[src/rtl/x25519_dh_sequencer.sv]
// Runs secret*BASE_POINT then secret*peer on a start/done scalar-multiply core, one request at a time.
// Optional X25519_CLAMP_EN: RFC 7748 clamp of the latched secret (bits[2:0] cleared, bit 254 set).
module x25519_dh_sequencer #(
  parameter logic [254:0] BASE_POINT = 255'd9,
  parameter int unsigned  CYCW       = 20
) (
  input  logic            clock,
  input  logic            reset_n,
  input  logic            req_valid,
  output logic            req_ready,
  input  logic [254:0]    req_secret,
  input  logic [254:0]    req_peer,
  output logic            resp_valid,
  input  logic            resp_ready,
  output logic [254:0]    resp_public,
  output logic [254:0]    resp_shared,
  output logic            resp_error,
  output logic [CYCW-1:0] resp_cycles,
  output logic            core_start,
  output logic [254:0]    core_scalar,
  output logic [254:0]    core_point,
  input  logic            core_done,
  input  logic [254:0]    core_out
);

  typedef enum logic [2:0] {
    IDLE      = 3'd0,
    PUB_START = 3'd1,
    PUB_WAIT  = 3'd2,
    SH_START  = 3'd3,
    SH_WAIT   = 3'd4,
    RESP      = 3'd5
  } state_t;

  state_t          state_q;
  logic            req_ready_q;
  logic            resp_valid_q;
  logic [254:0]    public_q;
  logic [254:0]    shared_q;
  logic            error_q;
  logic [CYCW-1:0] cnt_q;
  logic            core_start_q;
  logic [254:0]    core_scalar_q;
  logic [254:0]    core_point_q;
  logic [254:0]    peer_q;

  logic [254:0]    secret_d;
  logic [CYCW-1:0] cnt_d;

`ifdef X25519_CLAMP_EN
  assign secret_d = {1'b1, req_secret[253:3], 3'b000};
`else
  assign secret_d = req_secret;
`endif

  assign cnt_d = (&cnt_q) ? cnt_q : cnt_q + CYCW'(1);

  // core_scalar_q doubles as the latched secret: it must stay stable for both operations anyway.
  always_ff @(posedge clock or negedge reset_n) begin
    if (!reset_n) begin
      state_q       <= IDLE;
      req_ready_q   <= 1'b0;
      resp_valid_q  <= 1'b0;
      public_q      <= '0;
      shared_q      <= '0;
      error_q       <= 1'b0;
      cnt_q         <= '0;
      core_start_q  <= 1'b0;
      core_scalar_q <= '0;
      core_point_q  <= '0;
      peer_q        <= '0;
    end else begin
      case (state_q)
        IDLE: begin
          req_ready_q <= 1'b1;
          if (req_valid && req_ready_q) begin
            req_ready_q   <= 1'b0;
            core_start_q  <= 1'b1;
            core_scalar_q <= secret_d;
            core_point_q  <= BASE_POINT;
            peer_q        <= req_peer;
            cnt_q         <= CYCW'(1);
            state_q       <= PUB_START;
          end
        end
        PUB_START: begin
          core_start_q <= 1'b0;
          cnt_q        <= cnt_d;
          state_q      <= PUB_WAIT;
        end
        PUB_WAIT: begin
          cnt_q <= cnt_d;
          if (core_done) begin
            public_q     <= core_out;
            core_start_q <= 1'b1;
            core_point_q <= peer_q;
            state_q      <= SH_START;
          end
        end
        SH_START: begin
          core_start_q <= 1'b0;
          cnt_q        <= cnt_d;
          state_q      <= SH_WAIT;
        end
        SH_WAIT: begin
          cnt_q <= cnt_d;
          if (core_done) begin
            shared_q     <= core_out;
            error_q      <= (core_out == '0);
            resp_valid_q <= 1'b1;
            state_q      <= RESP;
          end
        end
        RESP: begin
          if (resp_ready) begin
            resp_valid_q <= 1'b0;
            req_ready_q  <= 1'b1;
            state_q      <= IDLE;
          end
        end
        default: begin
          req_ready_q  <= 1'b0;
          core_start_q <= 1'b0;
          resp_valid_q <= 1'b0;
          state_q      <= IDLE;
        end
      endcase
    end
  end

  assign req_ready   = req_ready_q;
  assign resp_valid  = resp_valid_q;
  assign resp_public = public_q;
  assign resp_shared = shared_q;
  assign resp_error  = error_q;
  assign resp_cycles = cnt_q;
  assign core_start  = core_start_q;
  assign core_scalar = core_scalar_q;
  assign core_point  = core_point_q;

  a_start_single: assert property (@(posedge clock) disable iff (!reset_n)
    core_start_q |=> !core_start_q);

endmodule

[config.mk]
export PLATFORM = sky130hd
export DESIGN_NAME = x25519_dh_sequencer
export DESIGN_NICKNAME = d
export VERILOG_FILES = /design/src/rtl/x25519_dh_sequencer.sv
export SDC_FILE = /design/constraint.sdc
export NUM_CORES = 2
export LEC_CHECK = 0
export ABC_CLOCK_PERIOD_IN_PS = 2200
export CAP_MARGIN = 20
export CELL_PAD_IN_SITES_DETAIL_PLACEMENT = 0
export CELL_PAD_IN_SITES_GLOBAL_PLACEMENT = 1
export CORE_AREA = 2 2 706 708
export CTS_CLUSTER_SIZE = 25
export DETAILED_ROUTE_END_ITERATION = 6
export DIE_AREA = 0 0 708 710
export GPL_TIMING_DRIVEN = 1
export PLACE_DENSITY = 0.31
export SETUP_SLACK_MARGIN = 0.4
export SYNTH_ARGS = -nofsm -noshare
export SYNTH_HDL_FRONTEND = slang
export SYNTH_SLANG_ARGS = --single-unit
[constraint.sdc]
create_clock -name clock -period 2.2 [get_ports clock]
set_clock_uncertainty 0.15 [all_clocks]
set_input_delay 0.55 -clock clock [delete_from_list [all_inputs] [get_ports clock]]
set_output_delay 0.55 -clock clock [all_outputs]
set_load 0.02 [all_outputs]
======== Word-level counts from Yosys, hierarchy flattened ========
Index checks and enable logic that the tools add are counted.
word-level totals
  latch bits .............................. 0
  word-level logic and storage cells ...... 62
  bits in registers ....................... 1302
  memories ................................ 0
  bits in read-only memories .............. 0
  RAM bits ................................ 0
  output and inout port bits .............. 1044
  input port bits ......................... 770
operators by class
  equal/unequal tests ..................... 10
  bitwise operators ....................... 3
  magnitude comparators ................... 0
  shift-type cells ........................ 0
  muxes and demuxes ....................... 19
  divide/modulo/power cells ............... 0
  reduce and logical (&&, ||, !) cells .... 18
  $mul .................................... 0
  add/sub/neg operators ................... 1
operators by type and width
  operator                                              count
  2-to-1 mux 255 bit                                    2
  case mux 255 bit (2 select lines)                     1
  logical NOT 255 bit                                   1
  2-to-1 mux 20 bit                                     2
  case mux 20 bit (2 select lines)                      1
  adder 20 x 1 -> 20 bit (second input constant)        1
  AND reduction 20 bit                                  1
  case mux 3 bit (6 select lines)                       1
  2-to-1 mux 3 bit                                      4
  AND reduction 3 bit                                   4
  inequality test 2 bit (second input constant)         5
  case mux 1 bit (3 select lines)                       3
  AND reduction 2 bit                                   4
  OR reduction 4 bit                                    2
  equality test 3 x 2 -> 1 bit (second input constant)  2
  equality test 3 bit (second input constant)           2
  2-to-1 mux 1 bit                                      5
  AND reduction 4 bit                                   1
  nonzero test 2 bit                                    2
  equality test 3 x 1 -> 1 bit (second input constant)  1
  logical NOT 3 bit                                     1
  NOT 1 bit                                             3
  OR reduction 2 bit                                    1
  logical AND 1 bit                                     1

======== Depth between registers and ports, before layout ========
  depth after elaboration ................. 4
  depth in mapped cells ................... 9
  gate-level depth less buffers ........... 5

======== Least setup slack after synthesis ========
Ideal clock, no wire load.
  kind .................................... register to register
  from .................................... register cnt_q[4], in the netlist resp_cycles[4]
  to ...................................... register cnt_q[3], in the netlist resp_cycles[3]
  period minus slack after synthesis ...... 1990 ps
  required time ........................... 1929 ps
  arrival time ............................ 1719 ps
  path buffers ............................ 0
  setup slack ............................. 210 ps
  cell stages (with the launch flop) ...... 6
  setup time .............................. 121 ps
  cell sequence ........................... dfrtp_1 > and4_1 > and3_2 > a31oi_2 > mux2_1 > a22o_1
between the ends
  cells in the longest elaborated chain, start to end .. 3
ends and longest elaborated chain
  what                                    RTL line  RTL
  start: declaration                      41        logic [CYCW-1:0] cnt_q;
  start signal: assignment                88        cnt_q <= cnt_d;
  start signal: assignment                92        cnt_q <= cnt_d;
  start signal: assignment                102       cnt_q <= cnt_d;
  AND reduction 20 bit                    56        assign cnt_d = (&cnt_q) ? cnt_q : cnt_q + CYCW'(1);
  inequality test 2 bit (no source line)  --
  AND reduction 3 bit (no source line)    --
Every way passes these cells.
A chain may end at the register's enable or synchronous reset.

======== Final worst setup path ========
  from .................................... register shared_q[210], in the netlist resp_shared[210]
  to ...................................... output port resp_shared[210]
RTL lines
  what                      RTL line  RTL
  start: declaration        39        logic [254:0] shared_q;
  start signal: assignment  108       shared_q <= core_out;
  end: declaration          16        output logic [254:0] resp_shared,
No word-level cell between the ends.

==> impl_results.md <==
- Num ports: 1,814
- Num CTS Buffers: 188
- Area leader, netlist: dfrtp_1
- DR vias/cell: 3.37
- WS Path Type: reg2out
- Latest clock arrival within the worst-skew pair: 910 ps
- Status: complete, but fails checks
- Crit path max-delay cell type: dfrtp_2
- Aggregate routed wire length: roughly 430 mm
- TritonCTS clock tree: done
- Crit path required time: 1500 ps
- Buf/Inv on CP: 1
- Critical path arrival: 1650 ps
- Leak: 0.0492 uW
- Share of the synthesized area in the top cell type: 0.654
- Area Overhead vs Synth: 108%
- Global-route met2 utilization: 0.265
- Final setup vio count: 480
- CORE AREA: a little under 500,000 sq um
- Clock sink total: roughly 1,300
- First-pass GRT wire length: just over 500 mm
- Violations in the final reports: setup timing
- Sequence of cells on the critical path: buf_12
- Layer with the highest usage: met2
- Met3 Track Usage GR: 0.0648
- CP max stage delay: 530 ps
- Final total power: 153,000 uW
- Place WS: -1080 ps
- Post-synth EDFFs: 0
- Post-synthesis net count: 5,884
- Antenna violations before repair: 178
- Hpwl dp: 322 mm
- Antenna-violating nets left: 0
- Routability cong.: 0.853
- Ys Warns: 0
- Largest buffer count on any clock path: 4
- Final cycle utilization of the critical path: 1.07
- Endpoint class of the critical path: output port
- Slew HR: 0.498
- Global Route Usage Sum: 0.149
- DIE HEIGHT: 710 um
- Drt pass-1 iters: 5
- Synthesized cell area: 49,900 sq um
- CTS H-tree lvls: 4
- Tightest Pin Transition: roughly 750 ps
- Post-synthesis async set-or-reset flop share: 1.00
- Clk pin slew, worst setup/hold paths: 60 ps
- Min-delay worst type: in2reg
- Slew Limit Fails: 0
- CP max FO: 2
- CP Launch Type: flop
- PwrDens: 1480 nW/um^2
- Die W: 708 um
- Starting Density: 0.101
- Largest net degree at the start of global routing: 79
- Drc violations: 0
- Routing usage on met1: 0.166
- Die Area: slightly above 500,000 sq um
- Seq cells post-synth: 1,302
- Root Driver: clkbuf_16
- Cell family with most CP delay: flip-flops
- Top post-synthesis cells by area: dfrtp_1, nand2_1, mux2_2
- Share of cells above drive strength 1: 0.417
- Post-synth cell types: 42
- Post-synth top flop: dfrtp_1
- Row cnt: 259
- DR vias: 50,800
- Syn Area/Cell: around 9.8 sq um
- Number of global-route vias before repair: 50,600
- Total grt overflow: 0
- Setup repair after global routing missed its margin: yes
- Peak VDD IR: between 0.0005 and 0.0006 V
- Period minus WS final: 2350 ps
- Post-Syn Instances: 5,113
- Input/output buffers: roughly 1,800
- Commonest cells after routing, fill and taps aside: nand2_1, dfrtp_1, buf_6
- Drt wl/cell: between 20 and 30 um
- Max cap viols: 0
- Initial DRC count: between 2,000 and 3,000
- # nets final: 9,157
- Final worst setup slack: -147 ps
- Leading cell type in the layout, fill and taps excluded: nand2_1
- Final hold vios: 0
- Max Clk Rate: around 0.43 GHz
- Seq/Total Area, Yosys: 0.654
==> power breakdown <==
part,switching [uW],internal (uW)
combinational,42100,36200
sequential,9080,34500
clock,13000,18500
==> through the flow <==
step,utilization,hold slack (ps),TNS (ps),instance area [sq um],cells
after floorplan,-,104,0,50300,5113
after global placement,0.162,296,-466160,80400,13700
after detailed placement,0.162,299,-476640,80400,13700
after CTS,0.186,0.130,-70900,92400,14600
after global routing,0.210,39.4,-106650,104000,15100
final,0.210,114,-24890,104000,15100
==> what timing repair did <==
item                                    in CTS  in global routing
pin swaps                                    0                725
endpoints found under the setup margin    2338               2340
gates resized for setup                   5283               1336
gates cloned                                 0                174
hold endpoints to repair                   797                  0
hold buffers                               353                  0
buffers inserted                           165                308
==> worst paths after layout <==
kind,from,to,slack [ps],cells after the start
worst max-delay path,resp_shared[210]$_DFFE_PN0P_,resp_shared[210],-150,1
worst min-delay path,req_secret[189],core_scalar[189]$_DFFE_PN0P_,110,3
worst max register to register,state_q[2]$_DFFE_PN0P_,peer_q[189]$_DFFE_PN0P_,-140,9
worst min register to register,peer_q[105]$_DFFE_PN0P_,core_point[105]$_DFFE_PN0P_,270,2
max in group asynchronous,reset_n,resp_shared[140]$_DFFE_PN0P_,640,4
min in group asynchronous,reset_n,peer_q[206]$_DFFE_PN0P_,210,2
==> cell usage after synthesis (5+ instances only) <==
cell / instances
nor2_1: 10
dfrtp_1: 1302
mux2i_1: 8
nand2_1: 2824
nand3_1: 269
nor4_1: 65
o21ai_0: 8
and3_1: 5
nand4_1: 22
clkbuf_1: 109
a21oi_1: 8
inv_1: 5
mux2_2: 256
buf_2: 169
buf_1: 11
==> state kept, by name, indices dropped and copies added (netlist names) <==
signal,cells
core_point,255
core_scalar,255
core_start,1
peer_q,255
req_ready,1
resp_cycles,20
resp_error,1
resp_public,255
resp_shared,255
resp_valid,1
state_q,3
==> routing by layer <==
metal,up-vias,share of wire
li1,22900,-
met1,25700,0.39
met2,1601,0.49
met3,522,0.093
met4,96,0.024
met5,-,0.0014
==> area by class of cell <==
class                           count  area, sq um
Clock buffer                      286         5580
Sequential cell                  1302        32700
Antenna cell                       42          105
Multi-Input combinational cell   3514        19100
Fill cell                       54300       392000
Timing Repair Buffer             3375        37600
Tap cell                         6525         8160
Inverter                            5         18.8
Clock inverter                     47          598
==> logic make-up after synthesis <==
| kind of cell | synth area share |
|---|---|
| buffers and inverters | 0.0270 |
| AOI/OAI and AO/OA | 0.00487 |
| adders and majority gates | 0.000251 |
| DFF | 0.654 |
| muxes | 0.0597 |
| and+or+nand+nor | 0.254 |
| xor gates and xnor gates | 0.000527 |
(Power assumes the default switching activity.)
